===== src/rtl/mem_arb_pkg.sv =====
// Shared types for the memory port arbiter: FSM states and owner encoding.
package mem_arb_pkg;

   typedef enum logic [1:0] {
      IDLE = 2'd0,
      BUSY = 2'd1,
      RESP = 2'd2
   } state_t;

   localparam logic OWN_I = 1'b0;
   localparam logic OWN_D = 1'b1;

endpackage


===== src/rtl/arb_pick.sv =====
// Grant selection between fetch and data requesters.
// Build option ARB_RR_EN: round-robin on simultaneous requests (the side not
// granted last wins); otherwise data has fixed priority and 'last' is ignored.
module arb_pick
   import mem_arb_pkg::*;
(
   input  logic i_req,
   input  logic d_req,
   input  logic last,
   output logic winner
);

`ifdef ARB_RR_EN
   // Contention goes to the side opposite the previous grant
   always_comb begin
      if (i_req && d_req) begin
         winner = (last == OWN_D) ? OWN_I : OWN_D;
      end else if (d_req) begin
         winner = OWN_D;
      end else begin
         winner = OWN_I;
      end
   end
`else
   logic unused_inputs;
   assign unused_inputs = i_req ^ last;

   // Data always wins; fetch only when data is not requesting
   always_comb begin
      winner = d_req ? OWN_D : OWN_I;
   end
`endif

endmodule


===== src/rtl/mem_port_arbiter.sv =====
// Arbitrates instruction fetch and data accesses onto one shared memory port.
// One transaction at a time: IDLE (grant) -> BUSY (wait mem_ready) -> RESP (done pulse).
// Build option ARB_RR_EN: round-robin grant on contention with a last-grant register.
module mem_port_arbiter
   import mem_arb_pkg::*;
#(
   parameter int ADDR_W = 16,
   parameter int DATA_W = 16
) (
   input  logic              clk,
   input  logic              reset,
   input  logic              i_req,
   input  logic [ADDR_W-1:0] i_addr,
   input  logic              d_req,
   input  logic              d_we,
   input  logic [ADDR_W-1:0] d_addr,
   input  logic [DATA_W-1:0] d_wdata,
   output logic              i_done,
   output logic              d_done,
   output logic [DATA_W-1:0] rdata,
   output logic              mem_req,
   output logic              mem_we,
   output logic [ADDR_W-1:0] mem_addr,
   output logic [DATA_W-1:0] mem_wdata,
   input  logic              mem_ready,
   input  logic [DATA_W-1:0] mem_rdata,
   output logic              busy,
   output logic              owner
);

   state_t            state, state_nx;
   logic              grant, capture, winner, last_grant;
   logic              owner_q, we_q;
   logic [ADDR_W-1:0] addr_q;
   logic [DATA_W-1:0] wdata_q, rdata_q;

`ifdef ARB_RR_EN
   logic last_q;

   // Remember which side received the most recent grant
   always_ff @(posedge clk) begin
      if (reset) begin
         last_q <= OWN_I;
      end else if (grant) begin
         last_q <= winner;
      end
   end

   assign last_grant = last_q;
`else
   assign last_grant = OWN_I;
`endif

   arb_pick u_pick (
      .i_req  (i_req),
      .d_req  (d_req),
      .last   (last_grant),
      .winner (winner)
   );

   // State register
   always_ff @(posedge clk) begin
      if (reset) begin
         state <= IDLE;
      end else begin
         state <= state_nx;
      end
   end

   // Next-state and per-state output decode
   always_comb begin
      state_nx = state;
      grant    = 1'b0;
      capture  = 1'b0;
      mem_req  = 1'b0;
      i_done   = 1'b0;
      d_done   = 1'b0;
      busy     = 1'b1;
      case (state)
         IDLE: begin
            busy = 1'b0;
            if (i_req || d_req) begin
               grant    = 1'b1;
               state_nx = BUSY;
            end
         end
         BUSY: begin
            mem_req = 1'b1;
            if (mem_ready) begin
               capture  = 1'b1;
               state_nx = RESP;
            end
         end
         RESP: begin
            i_done   = (owner_q == OWN_I);
            d_done   = (owner_q == OWN_D);
            state_nx = IDLE;
         end
         default: begin
            state_nx = IDLE;
         end
      endcase
   end

   // Latch the winner's request at grant; these drive the memory port while BUSY
   always_ff @(posedge clk) begin
      if (reset) begin
         owner_q <= OWN_I;
         we_q    <= 1'b0;
         addr_q  <= '0;
         wdata_q <= '0;
      end else if (grant) begin
         owner_q <= winner;
         we_q    <= (winner == OWN_D) ? d_we : 1'b0;
         addr_q  <= (winner == OWN_D) ? d_addr : i_addr;
         wdata_q <= (winner == OWN_D) ? d_wdata : '0;
      end
   end

   // Capture memory read data on completion (also for writes; requester ignores it)
   always_ff @(posedge clk) begin
      if (reset) begin
         rdata_q <= '0;
      end else if (capture) begin
         rdata_q <= mem_rdata;
      end
   end

   assign owner     = owner_q;
   assign mem_we    = we_q;
   assign mem_addr  = addr_q;
   assign mem_wdata = wdata_q;
   assign rdata     = rdata_q;

endmodule


===== config.mk =====
export PLATFORM = sky130hd
export DESIGN_NAME = mem_port_arbiter
export DESIGN_NICKNAME = d
export VERILOG_FILES = /design/src/rtl/mem_arb_pkg.sv /design/src/rtl/arb_pick.sv /design/src/rtl/mem_port_arbiter.sv
export SDC_FILE = /design/constraint.sdc
export NUM_CORES = 1
export LEC_CHECK = 0
export ABC_CLOCK_PERIOD_IN_PS = 2100
export CAP_MARGIN = 20
export CORE_ASPECT_RATIO = 0.5
export CORE_MARGIN = 2
export CORE_UTILIZATION = 40
export DETAILED_ROUTE_END_ITERATION = 8
export PLACE_DENSITY = 0.95
export SLEW_MARGIN = 20
export SYNTH_ARGS = -nofsm -noshare
export SYNTH_HDL_FRONTEND = slang
export SYNTH_SLANG_ARGS = --single-unit

===== constraint.sdc =====
create_clock -name clk -period 2.1 [get_ports clk]
set_input_delay 0.21 -clock clk [delete_from_list [all_inputs] [get_ports clk]]
set_output_delay 0.21 -clock clk [all_outputs]
set_load 0.02 [all_outputs]

# Word-level counts from Yosys, hierarchy flattened
# Index checks and enable logic that the tools add are counted.
[totals] inputBits=70 regBits=52 out_inout_bits=54
[classes] reduce_logical=3 n_bitwise=1 n_eq_ne=4 muxes=15
[ops] cell="$mux 16" count=2
[ops] cell="$mux 1" count=10
[ops] cell="$mux 2" count=2
[ops] cell="$ne 2x2->1 const B" count=2
[ops] cell="$pmux 2 s2" count=1
[ops] cell="$eq 2x1->1 const B" count=1
[ops] cell="$eq 2x2->1 const B" count=1
[ops] cell="$logic_not 2->1" count=1
[ops] cell="$reduce_and 2->1" count=1
[ops] cell="$logic_or 1x1->1" count=1
[ops] cell="$not 1->1" count=1

# Depth between registers and ports, before layout
[logic_depth] depth_word=3 ltp_mapped=7

# Modules after synthesis
# A second synthesis with hierarchy kept.
[hier_totals] hier_cells=242 hier_area_um2=2150.8
[modules_own_cells] module="mem_port_arbiter" instances=1 cells_each=241 seq_area_each_um2=1041.0 area_per_inst_um2=2143.3
[modules_own_cells] module="arb_pick" instances=1 cells_each=1 seq_area_each_um2=0.0 area_per_inst_um2=7.5

# Worst setup path before layout
# No wires, ideal clock.
[synth_path] kind="register to register" start="reg state[0]" end="reg wdata_q[5], in the netlist mem_wdata[5]" setup_time_ns=0.132 path_stages_with_launch=8 t_required_ns=1.968 arrival_time_ns=1.135 path_slack_ns=0.833 cell_sequence="dfxtp_1 -> buf_2 -> nor2_4 -> inv_2 -> buf_6 -> buf_6 -> o21ai_1 -> a21oi_1"
[synth_between] elab_chain_cells=2
[synth_rtl] item="from (decl)" line="mem_port_arbiter.sv:31" text="state_t state, state_nx;"
[synth_rtl] item="from (signal assigned)" line="mem_port_arbiter.sv:66" text="state <= state_nx;"
[synth_rtl] item="$logic_not 2->1" line="mem_port_arbiter.sv:79" text="case (state)"
[synth_rtl] item="$mux 1" line="mem_port_arbiter.sv:79"
[synth_rtl] item="to (signal assigned)" line="mem_port_arbiter.sv:116" text="wdata_q <= (winner == OWN_D) ? d_wdata : '0;"
[synth_rtl] item="to (decl)" line="mem_port_arbiter.sv:35" text="logic [DATA_W-1:0] wdata_q, rdata_q;"
# No other way between the ends.
# A chain may end at the register's enable or synchronous reset.

# Final worst setup path
[layout_path] start="reg state[0]" end="out mem_req"
[layout_between] elab_chain_cells=2
[layout_rtl] item="$eq 2x1->1" line="mem_port_arbiter.sv:79"
[layout_rtl] item="$mux 1" line="mem_port_arbiter.sv:79"
[layout_rtl] item="to (decl)" line="mem_port_arbiter.sv:21" text="output logic mem_req,"
# No other way between the ends.

==> results.toml <==
[outcome]
status = "finished clean"

[floorplanning]
die_width_um = 106
fp.dieArea_um2 = 5880
core_area_um2 = 5000
dieHeight_um = 55.2
placementRows = 18
floorplan.initialDensity_pct = 42.0
floorplan.io_pins = 124

[global_route]
first_pass_grt_wire_length_mm = 10.6
total_grt_usage_pct = 22.4
grt_remaining_overflow = 0
grt_antenna_before_repair = 0
grt_max_degree = 53
first_global_vias = 2295

[yosys]
netlist_area_um2 = 2100
synth_cells = 237
synth_simple_gate_area_share_pct = 14.1
post_synthesis_cell_type_count = 23
muxShareOfSynthArea_pct = 7.62
synthesis.yosys.warnings = 0
main_combinational_cell_family_by_area_after_synthesis = "compound AO/OA/AOI/OAI gates"
synthesis.nets = 307
synth_compound_area_share_pct = 22.3
synth.avg_cell_area_um2 = 8.86
synth.yosys.seq_area_share_pct = 49.6
synth-xor-area-share_pct = 0
synth_fa_ha_area_share_pct = 0
synth-seq-cells = 52

[timing]
timing_worst_slew_pin_value_ns = 0.918
finalClockSkew_ns = 0.00685
maxClockFrequency_mhz = 511
period_needed_ns = 1.96
timing.max_slew.rel_slack_pct = 38.8
grt_setup_unrepaired = "no"
min_period_over_period_pct = 93.1
finalSetupViolations = 0
finalHoldViolCount = 0
setup-tns-final_ns = 0
layout_setup_ws_ns = 0.144
slew_violations = 0

[power]
ir_drop_uv = 338
cellPowerDensity_nw_per_um2 = 678
fin_total_pwr_uw = 2320
static-leakage-power_uw = 0.00127

[route]
drt-total-wl_mm = 6.49
firstDrtPassIters = 5
detailedRoute.firstIterationViolations = 117
drcViolationCount = 0
via_count = 2189
route.antenna.remaining_nets = 0
avgViaCountPerCell = 5.17
drt-wirelength-per-cell_um = 15.3

[final_layout]
final_cell_count_no_fill = 423
mostFrequentLayoutCell = "sky130_fd_sc_hd__clkdlybuf4s50_1"
n_fill_cell = 379
post-route-cell-area_um2 = 3420
area_growth_syn_to_layout_pct = 62.7
drive_gt1_share_pct = 5.67
final_cell_mix = "sky130_fd_sc_hd__clkdlybuf4s50_1, sky130_fd_sc_hd__dfxtp_1, sky130_fd_sc_hd__nand2_1, sky130_fd_sc_hd__a21oi_1"
design.final.nets = 422
diodes = 0

[clock_tree]
cts-resized-gates = 0
total_cts_buffers = 5
clk_transition_reported_paths_ns = 0.09
cts.htree.levels = 2
cts.sinks = 52
worst_skew_pair_latency_ns = 0.31
post_cts_hold_buffer_count = 0
clk_path_buf_depth = 2
clk_root_buffer_cell = "sky130_fd_sc_hd__clkbuf_8"
cts_setup_buffers = 0
cts_tree = "yes"

[worst_hold_path]
hold_path.class = "input pin to register"

[setup_path]
path_class = "register to output port"
required_ns = 1.89
crit_fanout = 7
timing.critical_path.arrival_ns = 1.75
ff2ff_setup_slack_ns = 0.58
worstSetupEndpointType = "output port"
crit_path_start_kind = "register"

[placed_design]
placement.cell_area_um2 = 3320
place.detailed.instances = 415
dp.final_hpwl_mm = 4.85
globalplace.congestion = 0.766
io_buffers = 123
detailedPlace.worstSlack_ns = 0.272

[flow_run]
maxCapViolCount = 0
==> power by group <==
part	leakage, uW	switching (uW)	total, uW	internal, uW
combinational	0.000788	299	620	321
sequential	0.000427	48.3	1110	1060
clock	0.0000510	324	588	264
==> registers in the layout, summed over array words and instances, names as in the netlist <==
register,count
mem_addr,16
mem_wdata,16
mem_we,1
owner,1
rdata,16
state,2
==> per-layer routing <==
layer	up-vias	share of wire [%]	wire length, um	global-route usage (%)
li1	1047	-	-	-
met1	1037	39	2500	24.6
met2	85	54	3520	41.8
met3	20	4.3	282	4.84
met4	0	2.8	180	9.46
met5	-	0	0	0
==> cell type report <==
| cell class | count | area, um^2 | share of cell area (%) |
|---|---|---|---|
| Multi-Input combinational cell | 163 | 925 | 27.1 |
| Clock inverter | 2 | 10.0 | 0.293 |
| Tap cell | 70 | 87.6 | 2.56 |
| Sequential cell | 52 | 1040 | 30.5 |
| Clock buffer | 6 | 82.6 | 2.42 |
| Inverter | 2 | 7.51 | 0.220 |
| Timing Repair Buffer | 128 | 1260 | 37.0 |
==> synthesized netlist by cell type (all sizes together) <==
library cell / number / area share (%)
nor2: 5 / 2.0
mux2i: 16 / 7.6
a211oi: 16 / 5.7
a22oi: 1 / 0.36
nand2: 50 / 8.9
dfxtp: 52 / 50
nor3b: 2 / 1.3
o21ai: 18 / 4.3
nand3b: 1 / 0.54
or2: 1 / 0.30
a21oi: 50 / 12
buf: 15 / 5.2
nor2b: 1 / 0.30
and3b: 2 / 0.83
clkbuf: 5 / 0.89
inv: 2 / 0.36
==> path summary, 6_finish.rpt <==
check,from,endpoint,cells after the start
setup / recovery,state[0],mem_req,2
hold / removal,d_wdata[4],mem_wdata[4],3
setup reg to reg,state[0],rdata[4],3
hold reg to reg,rdata[6],rdata[6],2
==> cells by family after synthesis <==
group	count (synthesis)
compound gates	85
buf+inv	22
flops	52
mux	16
simple gates	62
==> metrics by stage <==
| stage | utilization, % | hold WS, ns |
|---|---|---|
| floorplan | - | 0.346 |
| global placement | 66.5 | 0.443 |
| detailed placement | 66.5 | 0.448 |
| CTS | 68.3 | 0.447 |
| global route | 68.3 | 0.453 |
| finish | 68.3 | 0.447 |
==> worst max-delay path: stages (launching register included) <==
cell and delay, ns:
sky130_fd_sc_hd__dfxtp_1 0.56, sky130_fd_sc_hd__nor2b_1 0.23, sky130_fd_sc_hd__clkdlybuf4s50_1 0.65
Power figures use the tool's default switching activity.
